<file path="src/rtl/rng_pkg.sv">
// Shared types and constants for the RNG front-end controller and the LFSR stage.
package rng_pkg;

  typedef enum logic [1:0] {INIT, LOAD, RUN, LOCKOUT} rng_state_t;

  localparam int SEED_W = 4;
  localparam int CNT_W  = 8;

  localparam logic [SEED_W-1:0] DEFAULT_SEED = 4'b1001;

  // An all-zero seed would lock the LFSR, so substitute a known-good one.
  function automatic logic [SEED_W-1:0] guard_seed(input logic [SEED_W-1:0] s,
                                                   input logic [SEED_W-1:0] dflt);
    return (s == '0) ? dflt : s;
  endfunction

endpackage

</file>
<file path="src/rtl/rng_debounce.sv">
// Pushbutton conditioner: 2-FF synchroniser, stability down-counter and
// single-cycle rising-edge pulse on the accepted (debounced) level.
module rng_debounce #(
  parameter int DEBOUNCE_CYCLES = 50000
) (
  input  logic i_clk,
  input  logic i_rst_n,
  input  logic i_btn,
  output logic o_pulse
);

  localparam int DB_W = (DEBOUNCE_CYCLES > 1) ? $clog2(DEBOUNCE_CYCLES) : 1;
  localparam logic [DB_W-1:0] DB_LOAD = DB_W'(DEBOUNCE_CYCLES - 1);

  logic            r_sync1;
  logic            r_sync2;
  logic            r_level;
  logic            r_pulse;
  logic [DB_W-1:0] r_cnt;
  logic            w_settled;

  assign w_settled = (r_cnt == '0);

  // A 1-bit input can only toggle back to the accepted level, so reloading
  // whenever synced == level restarts the count on every change.
  always_ff @(posedge i_clk or negedge i_rst_n) begin
    if (!i_rst_n) begin
      r_sync1 <= 1'b0;
      r_sync2 <= 1'b0;
      r_level <= 1'b0;
      r_pulse <= 1'b0;
      r_cnt   <= DB_LOAD;
    end else begin
      r_sync1 <= i_btn;
      r_sync2 <= r_sync1;
      r_pulse <= 1'b0;
      if (r_sync2 == r_level) begin
        r_cnt <= DB_LOAD;
      end else if (w_settled) begin
        r_level <= r_sync2;
        r_pulse <= r_sync2;
        r_cnt   <= DB_LOAD;
      end else begin
        r_cnt <= r_cnt - 1'b1;
      end
    end
  end

  assign o_pulse = r_pulse;

endmodule

</file>
<file path="src/rtl/rng_input_ctrl.sv">
// Front-end controller for the 4-bit LFSR: debounced seed/catch strobes,
// catch lockout and catch counter. Optional RNG_AUTO_SEED_EN mixes an entropy counter into the seed.
module rng_input_ctrl
  import rng_pkg::*;
#(
  parameter int                DEBOUNCE_CYCLES = 50000,
  parameter int                LOCKOUT_CYCLES  = 16,
  parameter logic [SEED_W-1:0] DEFAULT_SEED    = rng_pkg::DEFAULT_SEED
) (
  input  logic              i_clk,
  input  logic              i_reset,
  input  logic              i_btn_catch,
  input  logic              i_btn_seed,
  input  logic [SEED_W-1:0] i_sw_seed,
  output logic [SEED_W-1:0] o_seed,
  output logic              o_load_shift,
  output logic              o_number_catch,
  output logic [CNT_W-1:0]  o_catch_count,
  output logic              o_locked
);

  localparam int LK_W = (LOCKOUT_CYCLES > 1) ? $clog2(LOCKOUT_CYCLES) : 1;
  localparam logic [LK_W-1:0] LK_LOAD = LK_W'(LOCKOUT_CYCLES - 1);

  rng_state_t        r_state;
  rng_state_t        w_next_state;
  logic [LK_W-1:0]   r_lk_cnt;
  logic [SEED_W-1:0] r_seed;
  logic              r_load_shift;
  logic              r_number_catch;
  logic [CNT_W-1:0]  r_catch_count;
  logic              r_locked;
  logic              w_catch_pulse;
  logic              w_seed_pulse;
  logic [SEED_W-1:0] w_sel_seed;
  logic              w_load_next;
  logic              w_catch_next;
  logic              w_lock_next;

  rng_debounce #(.DEBOUNCE_CYCLES(DEBOUNCE_CYCLES)) u_db_catch (
    .i_clk   (i_clk),
    .i_rst_n (i_reset),
    .i_btn   (i_btn_catch),
    .o_pulse (w_catch_pulse)
  );

  rng_debounce #(.DEBOUNCE_CYCLES(DEBOUNCE_CYCLES)) u_db_seed (
    .i_clk   (i_clk),
    .i_rst_n (i_reset),
    .i_btn   (i_btn_seed),
    .o_pulse (w_seed_pulse)
  );

`ifdef RNG_AUTO_SEED_EN
  logic [SEED_W-1:0] r_entropy;

  always_ff @(posedge i_clk or negedge i_reset) begin
    if (!i_reset) r_entropy <= '0;
    else          r_entropy <= r_entropy + 1'b1;
  end

  assign w_sel_seed = guard_seed(r_entropy ^ i_sw_seed, DEFAULT_SEED);
`else
  assign w_sel_seed = guard_seed(i_sw_seed, DEFAULT_SEED);
`endif

  always_ff @(posedge i_clk or negedge i_reset) begin
    if (!i_reset) r_state <= INIT;
    else          r_state <= w_next_state;
  end

  // Seed pulse takes priority over catch in every state that listens.
  always_comb begin
    w_next_state = r_state;
    case (r_state)
      INIT:    w_next_state = LOAD;
      LOAD:    w_next_state = RUN;
      RUN: begin
        if (w_seed_pulse)       w_next_state = LOAD;
        else if (w_catch_pulse) w_next_state = LOCKOUT;
      end
      LOCKOUT: begin
        if (w_seed_pulse)         w_next_state = LOAD;
        else if (r_lk_cnt == '0)  w_next_state = RUN;
      end
      default: w_next_state = INIT;
    endcase
  end

  // Outputs are registered from the next state so a pulse at t strobes at t+1.
  always_comb begin
    w_load_next  = (w_next_state == LOAD);
    w_catch_next = (r_state == RUN) && (w_next_state == LOCKOUT);
    w_lock_next  = (w_next_state == LOCKOUT);
  end

  always_ff @(posedge i_clk or negedge i_reset) begin
    if (!i_reset) begin
      r_seed         <= DEFAULT_SEED;
      r_load_shift   <= 1'b0;
      r_number_catch <= 1'b0;
      r_catch_count  <= '0;
      r_locked       <= 1'b0;
      r_lk_cnt       <= LK_LOAD;
    end else begin
      r_load_shift   <= w_load_next;
      r_number_catch <= w_catch_next;
      r_locked       <= w_lock_next;
      if (w_load_next)  r_seed        <= w_sel_seed;
      if (w_catch_next) r_catch_count <= r_catch_count + 1'b1;
      if (w_catch_next)
        r_lk_cnt <= LK_LOAD;
      else if ((r_state == LOCKOUT) && (r_lk_cnt != '0))
        r_lk_cnt <= r_lk_cnt - 1'b1;
    end
  end

  assign o_seed         = r_seed;
  assign o_load_shift   = r_load_shift;
  assign o_number_catch = r_number_catch;
  assign o_catch_count  = r_catch_count;
  assign o_locked       = r_locked;

endmodule

</file>
<file path="config.mk">
export PLATFORM = sky130hd
export DESIGN_NAME = rng_input_ctrl
export DESIGN_NICKNAME = d
export VERILOG_FILES = /design/src/rtl/rng_pkg.sv /design/src/rtl/rng_debounce.sv /design/src/rtl/rng_input_ctrl.sv
export SDC_FILE = /design/constraint.sdc
export NUM_CORES = 1
export LEC_CHECK = 0
export ABC_AREA = 1
export CELL_PAD_IN_SITES_DETAIL_PLACEMENT = 1
export CELL_PAD_IN_SITES_GLOBAL_PLACEMENT = 2
export CORE_MARGIN = 4
export CORE_UTILIZATION = 38
export DETAILED_ROUTE_END_ITERATION = 8
export HOLD_SLACK_MARGIN = 0.03
export PLACE_DENSITY = 0.93
export SLEW_MARGIN = 20
export SYNTH_ARGS = -nofsm -noshare
export SYNTH_HDL_FRONTEND = slang
export SYNTH_SLANG_ARGS = --single-unit
</file>
<file path="constraint.sdc">
create_clock -name i_clk -period 2.1 [get_ports i_clk]
set_input_delay 0.315 -clock i_clk [delete_from_list [all_inputs] [get_ports i_clk]]
set_output_delay 0.315 -clock i_clk [all_outputs]
set_load 0.03 [all_outputs]
</file>
# Word-level counts from Yosys, hierarchy flattened
# Cells that the tools add are included.
# Widths: inputs -> output; s select.
totals:
  mem_count: 0
  ram_bits: 0
  register_bits: 61
  romBits: 0
  input_bits: 8
  out_inout_bits: 15
  word_cells: 57
  latch_bits: 0
classes:
  bitwise: 2
  n_mux: 16
  n_shift: 0
  reduce_logical: 11
  n_eq_ne: 7
  n_lt_le_gt_ge: 0
  div_mod_pow: 0
  mul: 0
  n_addsub: 4
op_table:
  columns: ["cell", "count"]
  rows:
  - ["$mux 16", 4]
  - ["$logic_not 16->1", 2]
  - ["$sub 16x1->16 const B", 2]
  - ["$mux 4", 3]
  - ["$add 8x1->8 const B", 1]
  - ["$logic_not 4->1", 2]
  - ["$mux 2", 4]
  - ["$pmux 2 s4", 1]
  - ["$eq 2x2->1 const B", 3]
  - ["$eq 2x1->1 const B", 2]
  - ["$mux 1", 4]
  - ["$reduce_and 2->1", 2]
  - ["$reduce_bool 4->1", 1]
  - ["$sub 4x1->4 const B", 1]
  - ["$eq 1x1->1", 2]
  - ["$logic_and 1x1->1", 2]
  - ["$logic_not 2->1", 1]
  - ["$not 1->1", 2]
  - ["$reduce_bool 2->1", 1]

# Longest topological paths before layout
# Gate-level depths: netlist of the first run.
depth:
  word_depth: 7
  mapped_depth: 10
  ltp_nobuf: 10

# Modules after synthesis
# A second synthesis of the first run with hierarchy kept.
unflattened:
  cells_unflattened: 380
  area_unflattened_um2: 3171.8
modules_own_cells:
  columns: ["mod", "area_per_inst_um2", "instances", "cells_each"]
  rows:
  - ["rng_debounce", 1069.8, 2, 126]
  - ["rng_input_ctrl", 1032.2, 1, 128]

# Worst setup path before layout of the first run
# Ideal clock, no wire load.
synth_timing:
  kind: "register -> register"
  start: "register r_lk_cnt[0]"
  end: "register r_lk_cnt[3]"
  slack_ns: 0.713
  setup_time_ns: 0.083
  path_stages_with_launch: 9
  arrival_ns: 1.304
  t_required_ns: 2.017
  path_cell_list: "dfstp_2 -> inv_1 -> ha_1 -> nand3_1 -> inv_1 -> nor2_1 -> nand3_1 -> nand2_1 -> nand3_1"
synth_via:
  elab_chain_len: 7
  word_cells_on_any_way: 12
  classes_between: "1 x add/sub; 1 x eq/ne; 5 x mux; 5 x reduce/logical"
synth_lines:
  columns: ["element", "line_no", "source"]
  rows:
  - ["start, declared", "rng_input_ctrl.sv:27", "logic [LK_W-1:0] r_lk_cnt;"]
  - ["start signal, assigned", "rng_input_ctrl.sv:114", "r_lk_cnt <= r_lk_cnt - 1'b1;"]
  - ["$logic_not 4->1", "rng_input_ctrl.sv:84", "else if (r_lk_cnt == '0) w_next_state = RUN;"]
  - ["$mux 2", "rng_input_ctrl.sv:84", null]
  - ["$mux 2", "rng_input_ctrl.sv:83", "if (w_seed_pulse) w_next_state = LOAD;"]
  - ["$pmux 2 s4", "rng_input_ctrl.sv:75", "case (r_state)"]
  - ["$eq 2x2->1", "rng_input_ctrl.sv:93", "w_catch_next = (r_state == RUN) && (w_next_state == LOCKOUT);"]
  - ["$logic_and 1x1->1", "rng_input_ctrl.sv:93", null]
  - ["$mux 4 or $reduce_bool 2->1 (tied branches)", null, null]
# Several ways; a longest one is shown, not always the timed one. The select of a mux whose other input is x is not followed.
# A chain may end at the register's enable or synchronous reset.

# Worst setup path in the final report of the first run
layout_timing:
  start: "register r_seed[3] (netlist: o_seed[3])"
  end: "output o_seed[3]"
layout_lines:
  columns: ["element", "line_no", "source"]
  rows:
  - ["start, declared", "rng_input_ctrl.sv:28", "logic [SEED_W-1:0] r_seed;"]
  - ["start signal, assigned", "rng_input_ctrl.sv:109", "if (w_load_next) r_seed <= w_sel_seed;"]
  - ["end, declared", "rng_input_ctrl.sv:15", "output logic [SEED_W-1:0] o_seed,"]
# No word-level cell between the ends.

==> metrics.md, run 1 <==
| Metric | Value |
|---|---|
| Outcome | complete, no violations |
| Worst EP arrival | 1.53 ns |
| Post-route clock period utilization | 88.0% |
| Post-synth cell types | 29 |
| Most frequent cells in the layout | nand2_1 (87), nor2_1 (63), dfrtp_1 (37) |
| Worst path bufs/invs | 1 |
| Routed len/inst | 13.6 um |
| RD Place Congestion | 0.803 |
| Reg2reg start | r_lk_cnt[0] |
| Most common cell after layout, fill and taps aside | nand2_1 |
| Crit path from | o_seed[3] |
| R2R Path End | r_lk_cnt[3] |
| Row cnt | 32 |
| Slowest CP cell | clkdlybuf4s50_1 |
| Initial Utilization | 39.5% |
| Fin Setup TNS | 0 ns |
| DR iter-0 viols | 55 |
| Post-Synth Adder-Cell Area | 2.43% |
| Number of global-route vias before repair | 2664 |
| Post-synthesis compound-gate area fraction | 2.72% |
| Post-detailed-route count of antenna-violating nets | 0 |
| Setup-failing EPs final | 0 |
| Layout area overhead | 20.1% |
| Slowest stage delay, CP | 0.66 ns |
| Clock Skews | 0.00649 ns |
| Final WL | 6.80 mm |
| I/O pins | 23 |
| Grt ovf | 0 |
| CTS tree | yes |
| First-pass GRT wire length | 12.1 mm |
| Worst setup SP type | flop |
| RSZ-0062 raised after global routing | false |
| Post-Synthesis Net Count | 372 |
| Antenna violations before repair | 0 |
| Port buffer count | 22 |
| PostCTS Resize Cnt | 0 |
| Worst endpoint required time | 1.78 ns |
| H-tree Lvls | 3 |
| Kind of critical path | reg2out |
| Reg2Reg Depth | 8 |
| Core area | 0.00781 mm^2 |
| Lkg Pwr | 0.00167 uW |
| Vias | 2368 |
| Critical path's top delay family | buffers and inverters |
| Antenna diode count | 0 |
| DP Wirelength | 5.10 mm |
| Placement Setup Slack | 0.535 ns |
| Multiplexer share of the synthesized area | 0% |
| Vias per inst | 4.75 |
| Gr usage total | 15.3% |
| Die Span Y | 98.1 um |
| Post-synthesis sequential area ratio | 50.5% |
| Drt drc | 0 |
| Clock latency on the worst-skew pair | 0.33 ns |
| Endpoints failing hold | 0 |
| Yosys reg bits | 61 |
| Warnings from Yosys | 0 |
| Syn_area_per_cell | 8.62 um^2 |
| Final Max Slew Viols | 0 |
| CP Depth | 1 |
| Die area | 0.00962 mm^2 |
| Worst setup path endpoint | o_seed[3] |
| Max Root-Sink Buffers | 2 |
| Post-Synth XOR/XNOR Area | 6.45% |
| Pwr/cell area | 708 mW/mm^2 |
| Largest net degree at the start of global routing | 44 |
| Die width | 98.1 um |
| Clock transition at path regs | 0.07 ns |
| Highest Clock Rate | 541 MHz |
| R2R setup slack | 0.53 ns |
| Period minus WS final | 1.85 ns |
| Root Driver | clkbuf_8 |
| CP endpoint kind | primary output |
| Cts hold-fix bufs | 1 |
| Max_cap viols | 0 |
| Worst Max-Slew Pin Slew | 0.487 ns |
| Layout cells sized above 1 | 20.2% |
| Placed insts | 483 |
| Worst path cell trace | clkdlybuf4s50_1 |
| Post-synthesis instance area | 0.00308 mm^2 |
| Final WS setup | 0.253 ns |
| Clock buffer count from CTS | 9 |
| Clock sinks | 61 |
| Crit path max fanout | 2 |
| Final net count | 407 |
| Post-synthesis simple-gate area fraction | 32.9% |
| Rel. slew slack | 67.5% |
| Largest family of logic cells by synthesized area | simple AND/OR/NAND/NOR gates |
| Fillers | 924 |
| Syn Inst Count | 358 |
| Worst vdd ir | 0.293 mV |
| Tightest Hold Check Type | reg2reg |
| Number of setup buffers added after CTS | 0 |
| Final Non-Filler Cells | 499 |
| Drt first pass iters | 4 |
-- cells by family (layout without fill, tap and decap cells) --
kind of cell / after synthesis / after routing
and+or+nand+nor: 217 / 217
xor gates and xnor gates: 21 / 21
AOI/OAI and AO/OA: 14 / 14
buffers and inverters: 39 / 78
adders and majority gates: 6 / 6
DFF: 61 / 61
-- cell type report --
type / count / area [um^2] / area share (%)
Multi-Input combinational cell: 258 / 1370 / 37.1
Sequential cell: 61 / 1560 / 42.0
Timing Repair Buffer: 25 / 253 / 6.82
Tap cell: 102 / 128 / 3.45
Clock inverter: 4 / 95.1 / 2.57
Inverter: 38 / 148 / 3.99
Clock buffer: 11 / 151 / 4.09
-- cells in the mapped netlist (all sizes together) --
cell type  number  area (um^2)
ha              6         75.1
nand2          98          405
nor2           79          367
dfstp          24          631
nor3            3         20.0
nand3b          3         22.5
xnor2          13          114
o211ai          1         7.51
clkinv          1         3.75
dfrtp          37          926
buf             1         7.51
xor2            8         85.1
a21oi           7         42.5
nand3          28          163
nand4           6         37.5
inv            37          144
o21ai           6         33.8
-- report_power, final --
group          leakage, uW  total, uW  switching, uW  internal, uW
Combinational     0.000791        116           74.0          42.2
Sequential        0.000750       1220           12.4          1200
Clock             0.000125       1290            445           845
Total              0.00167       2620            532          2090
-- worst min-delay path by stage --
stage,to,start,cells after the start
6_report,u_db_catch.r_sync2,u_db_catch.r_sync1,0
4_1_cts,u_db_catch.r_sync2,u_db_catch.r_sync1,0
3_3_place_gp,o_catch_count[3],i_reset,1
5_1_grt,u_db_seed.r_sync2,u_db_seed.r_sync1,0
2_1_floorplan,o_catch_count[0],i_reset,0
3_5_place_dp,o_catch_count[2],i_reset,1
-- state kept, by name, indices dropped and copies added, names as in the netlist, 2 cells and up --
name,cells
u_db_catch.r_cnt,16
u_db_seed.r_cnt,16
o_catch_count,8
o_seed,4
r_lk_cnt,4
r_state,2
-- through the flow --
stage                     power [uW]  hold WS, ns  area (um^2)  utilization [%]
after global routing            2730        0.373         3700             47.4
after global placement          1350        0.296         3450             44.2
after CTS                       2670        0.364         3700             47.4
after detailed placement        1350        0.311         3450             44.2
final                           2620        0.358         3700             47.4
after floorplan                 1290       0.0194         3080                -
-- layer usage --
| layer | vias up | GRT usage, % | part of all wire [%] | routed length (um) |
|---|---|---|---|---|
| met2 | 32 | 27.2 | 50 | 3430 |
| li1 | 1181 | - | - | - |
| met4 | 0 | 6.07 | 0.88 | 60 |
| met5 | - | 0 | 0 | 0 |
| met1 | 1147 | 18.6 | 46 | 3120 |
| met3 | 8 | 2.43 | 2.8 | 189 |
Note: power is estimated with default switching activity, not from simulation.
==> run 2, diff against run 1 <==
Settings changed: SLEW_MARGIN 20 to default.
==> results of run 2 <==
Final layout, timing and power as in run 1 (identical DEF).
